$ cat src/rtl/alu_buffer_fifo.sv
// alu_buffer_fifo: registered successor to the ALU pass-through mode.
// Each accepted operation picks one operand (or its complement), derives the
// N/Z/V/C flags for that result and queues {result, N, Z, V, C, set_flags} in
// a DEPTH-entry FIFO. The architectural NZCV register follows popped entries
// that carry set_flags. Sits between operand fetch and writeback.
module alu_buffer_fifo #(
  parameter int WIDTH = 64,
  parameter int DEPTH = 4
) (
  input  logic                       clk,
  input  logic                       rst_n,
  input  logic                       in_valid,
  output logic                       in_ready,
  input  logic [WIDTH-1:0]           A,
  input  logic [WIDTH-1:0]           B,
  input  logic [2:0]                 select,
  input  logic                       set_flags,
  input  logic                       flush,
  output logic                       out_valid,
  input  logic                       out_ready,
  output logic [WIDTH-1:0]           out,
  output logic                       negative,
  output logic                       zero,
  output logic                       overflow,
  output logic                       carry_flag,
  output logic [3:0]                 flags_q,
  output logic [$clog2(DEPTH+1)-1:0] count
);

  localparam int PW = $clog2(DEPTH);
  localparam int CW = $clog2(DEPTH+1);
  // Entry layout: [EW-1:5] result, [4] N, [3] Z, [2] V, [1] C, [0] set_flags
  localparam int EW = WIDTH + 5;
  localparam logic [CW-1:0] FullCount = CW'(DEPTH);

  logic [PW-1:0]    wrPtr_q, wrPtr_d;
  logic [PW-1:0]    rdPtr_q, rdPtr_d;
  logic [CW-1:0]    count_q, count_d;
  logic [3:0]       flags_d;
  logic [EW-1:0]    mem_q [DEPTH];

  logic [WIDTH-1:0] result;
  logic             resultNeg;
  logic             resultZero;
  logic [EW-1:0]    pushEntry;
  logic [EW-1:0]    headEntry;
  logic             pushEn;
  logic             popEn;

  // Operand selection; unused select codes deliberately produce a zero result
  always_comb begin
    result = '0;
    case (select)
      3'b000:  result = B;
      3'b001:  result = A;
      3'b111:  result = ~B;
      default: result = '0;
    endcase
  end

  // Flags for the selected result; a pure pass never overflows or carries
  assign resultNeg  = result[WIDTH-1];
  assign resultZero = (result == '0);
  assign pushEntry  = {result, resultNeg, resultZero, 1'b0, 1'b0, set_flags};

  // Handshake decode straight from the count register, so in_ready never
  // depends on out_ready and a full FIFO refuses a push even while popping
  assign in_ready  = (count_q != FullCount);
  assign out_valid = (count_q != '0);
  assign pushEn    = in_valid && in_ready && !flush;
  assign popEn     = out_valid && out_ready && !flush;

  // Head entry is read from registered storage at the read pointer
  assign headEntry  = mem_q[rdPtr_q];
  assign out        = headEntry[EW-1:5];
  assign negative   = headEntry[4];
  assign zero       = headEntry[3];
  assign overflow   = headEntry[2];
  assign carry_flag = headEntry[1];
  assign count      = count_q;

  // Next-state for pointers, occupancy and the architectural flag register;
  // flush wins over any push or pop in the same cycle and freezes flags
  always_comb begin
    wrPtr_d = wrPtr_q;
    rdPtr_d = rdPtr_q;
    count_d = count_q;
    flags_d = flags_q;
    if (flush) begin
      wrPtr_d = '0;
      rdPtr_d = '0;
      count_d = '0;
    end else begin
      if (pushEn) begin
        wrPtr_d = wrPtr_q + PW'(1);
      end
      if (popEn) begin
        rdPtr_d = rdPtr_q + PW'(1);
        if (headEntry[0]) begin
          flags_d = {headEntry[4], headEntry[3], headEntry[1], headEntry[2]};
        end
      end
      case ({pushEn, popEn})
        2'b10:   count_d = count_q + CW'(1);
        2'b01:   count_d = count_q - CW'(1);
        default: count_d = count_q;
      endcase
    end
  end

  // Control state register with asynchronous clear of all bookkeeping
  always_ff @(posedge clk or negedge rst_n) begin
    if (!rst_n) begin
      wrPtr_q <= '0;
      rdPtr_q <= '0;
      count_q <= '0;
      flags_q <= 4'b0000;
    end else begin
      wrPtr_q <= wrPtr_d;
      rdPtr_q <= rdPtr_d;
      count_q <= count_d;
      flags_q <= flags_d;
    end
  end

  // Entry storage; contents are meaningless until written, so no reset
  always_ff @(posedge clk) begin
    if (pushEn) begin
      mem_q[wrPtr_q] <= pushEntry;
    end
  end

endmodule

$ cat config.mk
export PLATFORM = sky130hd
export DESIGN_NAME = alu_buffer_fifo
export DESIGN_NICKNAME = d
export VERILOG_FILES = /design/src/rtl/alu_buffer_fifo.sv
export SDC_FILE = /design/constraint.sdc
export NUM_CORES = 1
export LEC_CHECK = 0
export CORE_MARGIN = 3
export CORE_UTILIZATION = 25
export CTS_BUF_LIST = sky130_fd_sc_hd__clkbuf_2 sky130_fd_sc_hd__clkbuf_4 sky130_fd_sc_hd__clkbuf_8
export DETAILED_ROUTE_END_ITERATION = 7
export GPL_ROUTABILITY_DRIVEN = 0
export SYNTH_ARGS = -nofsm -noshare
export SYNTH_HDL_FRONTEND = slang
export SYNTH_SLANG_ARGS = --single-unit
$ cat constraint.sdc
create_clock -name clk -period 3.58 [get_ports clk]
set_clock_uncertainty 0.05 [all_clocks]
set_input_delay 0.537 -clock clk [delete_from_list [all_inputs] [get_ports clk]]
set_output_delay 0.537 -clock clk [all_outputs]
set_load 0.02 [all_outputs]
; Word level (Yosys, flattened, before mapping)
; Memories as Yosys holds them, arrays and structs flattened.
; Index checks and enable logic that the tools add are counted.
[word_totals]
register_bits = 11
latch_bits = 0
mem_bits_rw = 268
rom_bits = 0
inputBits = 137
out_inout_bits = 77
elab_cells = 37
mem_count = 1
[classes]
addsub = 4
n_mul = 0
div = 0
order_cmp = 0
n_eq_ne = 5
shifts = 0
mux = 9
bitwise_logic = 2
reduce_logical = 12
[memory_table]
columns = name, depth, word_bits, rd, rd_ports_with_merged_regs, write_ports, line
row1 = mem_q, 4, 67, 1, 0, 1, 40  ; logic [EW-1:0] mem_q [DEPTH];
[ops]
columns = op, n
row1 = one-hot mux 64 bit (3 select lines), 1
row2 = logical NOT 64 bit, 1
row3 = inverter 64 bit, 1
row4 = two-way mux 2 bit, 4
row5 = one-hot mux 3 bit (2 select lines), 1
row6 = nonzero test 3 bit, 2
row7 = adder 2 x 1 -> 2 bit (second input constant), 2
row8 = logical AND 1 bit, 4
row9 = nonzero test 2 bit, 2
row10 = adder 3 x 1 -> 3 bit (second input constant), 1
row11 = equality test 3 x 1 -> 1 bit (second input constant), 1
row12 = equality test 3 bit (second input constant), 1
row13 = logical NOT 3 bit, 1
row14 = two-way mux 3 bit, 1
row15 = inequality test 3 bit (second input constant), 1
row16 = AND reduction 3 bit, 1
row17 = subtractor 3 x 1 -> 3 bit (second input constant), 1
row18 = equality test 2 x 1 -> 1 bit (second input constant), 1
row19 = equality test 2 bit (second input constant), 1
row20 = two-way mux 1 bit, 2
row21 = logical NOT 1 bit, 1
row22 = inverter 1 bit, 1

; Longest topological paths before layout
[logic_depth]
depth_word = 6
mapped_depth = 7
ltp_nobuf = 7

; Worst setup path before layout
; No wires, ideal clock.
[synth_path]
path_kind = register -> register
start = register count_q[0], in the netlist count[0]
end = memory mem_q[0][0] (netlist bit) (enable)
setup_ns = 0.431
arrival_ns = 2.707
required_time_ns = 3.099
path_slack_ns = 0.392
stages_incl_launch_ff = 5
path_buffers = 0
synth_period_minus_slack_ns = 3.188
path_cell_list = dfrtp_1 -> or3b_1 -> nand2_2 -> nor2_1 -> and2_1
[synth_via]
elab_chain_cells = 5
[synth_rtl]
columns = item, line
row1 = start: declaration, 38  ; logic [CW-1:0] count_q, count_d;
row2 = start signal: assignment, 121  ; count_q <= count_d;
row3 = inequality test 3 bit, 68  ; assign in_ready = (count_q != FullCount);
row4 = net in_ready, 13  ; output logic in_ready,
row5 = logical AND 1 bit (2 in series), 70  ; assign pushEn = in_valid && in_ready && !flush;
row6 = two-way mux 1 bit, 128  ; if (pushEn) begin
row7 = two-way mux 1 bit (implied by the code), 129  ; mem_q[wrPtr_q] <= pushEntry;
row8 = end: declaration, 40
; The timed path passes the listed nets, and every way through them passes these cells.

; Final worst setup path
[layout_path]
start = register rdPtr_q[1]
end = output port out[45]
[layout_via]
elab_chain_cells = 1
[layout_rtl]
columns = item, line
row1 = start: declaration, 37  ; logic [PW-1:0] rdPtr_q, rdPtr_d;
row2 = start signal: assignment, 120  ; rdPtr_q <= rdPtr_d;
row3 = memory read (4 x 67 bit), n/a
row4 = end: declaration, 21  ; output logic [WIDTH-1:0] out,
; No other way between the ends.

==> metrics.txt <==
M2 GR Usage=20.15%; routed len/inst=21.86 um; CTS tree=built; Avg Vias per Cell=4.643; top cells by area, synth=edfxtp_1, mux4_2, mux2i_1; # rows=77; clock share of power=27.6%; Worst Hold Class=primary input to asynchronous set/reset pin; RSZ-0062 raised after global routing=no; IR drop worst, VDD=239.7 uV; flop-to-flop setup slack=1.48 ns; largest net degree at the start of global routing=67; Seq cells post-synth=273; required time of the worst setup path=2.99 ns; CTS resizes=0; PwrDens=605.1 nW/um2; sequential cell area=8160 um2; synthesis-to-layout area growth=32.67%; worst setup path class=flip-flop to primary output; Post-synth EDFFs=264; Final period util=90.34%; DR vias=6686; Crit path buffers/inverters=2; Most used DFF post-synth=edfxtp_1; num ports=214; Comb power frac=30.4%; worst relative slew slack=45.67%; Synth cell types=32; clock sinks=273; Antenna Nets Post-Route=0; delay-heaviest family, CP=buffers and inverters; arrival time of the worst setup path=2.65 ns; drt pass-1 iters=5; critical path, cell by cell=buf_4 -> mux4_2 -> clkdlybuf4s50_1; slowest cell delay on critical path=0.71 ns; number of max-cap violations=0; syn_area_per_cell=19.68 um2; top cells by count, synth=edfxtp_1, mux4_2, mux2i_1, o22ai_1, nor4_1; top cell type's share of synthesized area=69.59%; final WL=31480 um; setup TNS=0 ns; total gr overflow=0; f_max=309.2 MHz; ys async rst share=3.297%; initial antenna violation count=0; Fin. Hold Viols=0; multi-input logic area=3014 um2; die area=48170 um2; CP max-delay cell=dfrtp_4; Synth area leader=edfxtp_1; Ys Warns=0; Iter 0 DRT Violations=487; core area=44610 um2; first-pass GRT wire length=45890 um; Final HPWL DP=21110 um; nets@finish=959; FILL cells=4238; status=finished clean; Sequential Power Share=42.0%; GRT met3 Usage=3.296%; fin crit period=3.234 ns; Total Routing Usage GR=12.85%; Longest Clk Path Bufs=3; htree depth=2; DRC Markers=0; CTS buffer count=46; Net Sw Frac=29.43%; clk slew on worst S/H paths=0.06 ns; Gate Count Post-Synth=579; Startpoint Class=flip-flop; Slew @ Worst Pin=0.8149 ns; PortBufs=209; P_int=6.454 mW; Final setup viols=0; final setup margin=0.3457 ns; proportion of layout cells with a drive suffix above 1=19.48%; mapped cell area=11390 um2; Chip Width=219.5 um; sw power=2.691 mW; # hold bufs at CTS=0; Worst setup EP type=primary output; most common cell in the netlist=edfxtp_1; Post-CTS Setup Inserts=0; pre-CTS WS=0.2421 ns; Top Usage Layer GRT=met2; GR Util met1=18.02%; DIE HEIGHT=219.5 um; worst skew pair latency=0.54 ns; CP max FO=25; starting density of the core=25.54%; sequential share of the synthesized area=71.57%; Pleak=4.944 nW; Final Max Tran Viols=0; Clk Tree Root Cell=clkbuf_8; number of global-route vias before repair=6919
layout by cell type (no fill, tap or decap), types with 3 or more instances in the layout:
cell	netlist	final
inv_1	4	4
edfxtp_1	264	264
o22ai_1	65	65
clkinv_1	0	11
ha_1	4	4
mux4_2	66	66
xor2_1	3	3
nand4_1	4	4
and2_4	0	4
nor2_1	10	10
clkdlybuf4s50_1	0	208
nand2_1	3	3
conb_1	1	4
clkbuf_8	0	46
clkbuf_4	0	15
buf_12	0	10
nor4_1	16	16
clkinv_2	0	4
buf_4	11	10
mux2i_1	65	65
dfrtp_1	9	7
sequential cells by signal, summed over array words and instances, names as in the netlist:
register	count
mem_q	264
count	3
flags_q	2
rdPtr_q	2
wrPtr_q	2
through the flow:
step           power, mW  cells  instance area [um2]  util, %  hold WS (ns)
2_1_floorplan      5.458    582                11400        -        0.1914
3_3_place_gp       6.767   1361                14290    32.03        0.4475
3_5_place_dp       6.774   1361                14290    32.03        0.4523
4_1_cts            9.346   1439                15110    33.88        0.2430
5_1_grt            9.602   1439                15110    33.88        0.2783
6_report           9.146   1440                15110    33.88        0.2649
cell families (layout without fill, tap and decap cells):
group,Yosys count,in the layout,synth area share (%)
AOI/OAI and AO/OA,70,70,3.822
adders and majority gates,5,5,0.6151
and+or+nand+nor,47,47,2.350
xor gates and xnor gates,5,5,0.3845
muxes,133,133,18.96
DFF,273,273,71.57
other,1,5,0.03292
buffers and inverters,45,310,2.273
metal layers:
metal / vias up / part of all wire (%)
met1: 3406 / 44
li1: 2936 / -
met2: 300 / 46
met3: 44 / 8.5
met4: 0 / 1.6
met5: - / 0
worst paths after layout:
path / from / to / cells past startpoint
max in group asynchronous: rst_n / rdPtr_q[1] / 1
worst max-delay path: rdPtr_q[1] / out[45] / 3
worst min-delay path: rst_n / count[1] / 1
worst min register to register: flags_q[2] / flags_q[2] / 1
min in group clk: flags_q[2] / flags_q[2] / 1
worst max register to register: count[2] / count[1] / 7
worst reg2reg max path, stage by stage, from the launching register on:
cell     delay [ns]
dfrtp_1        0.45
or3_1          0.44
nand2_1        0.15
nor2_1         0.09
and2_1         0.19
fa_1           0.42
mux2i_1        0.13
nor2_1         0.05
power groups by stage:
stage | combinational (mW) | clock (mW) | sequential [mW]
detailed placement | 2.87 | 0 | 3.91
CTS | 2.88 | 2.63 | 3.84
floorplan | 1.57 | 0 | 3.89
finish | 2.78 | 2.53 | 3.84
global placement | 2.87 | 0 | 3.90
global route | 2.98 | 2.76 | 3.86
final cells by class:
type                    count  share of cell area (%)
diodes                      1                 0.01656
clock inverters            17                  0.5215
repair buffers            228                   15.60
multi-input cells         264                   19.94
flip-flops and latches    273                   53.99
clock buffers              61                   4.934
well taps                 592                   4.901
inverters                   4                 0.09934
No activity file was read; power rests on OpenSTA's default activity.
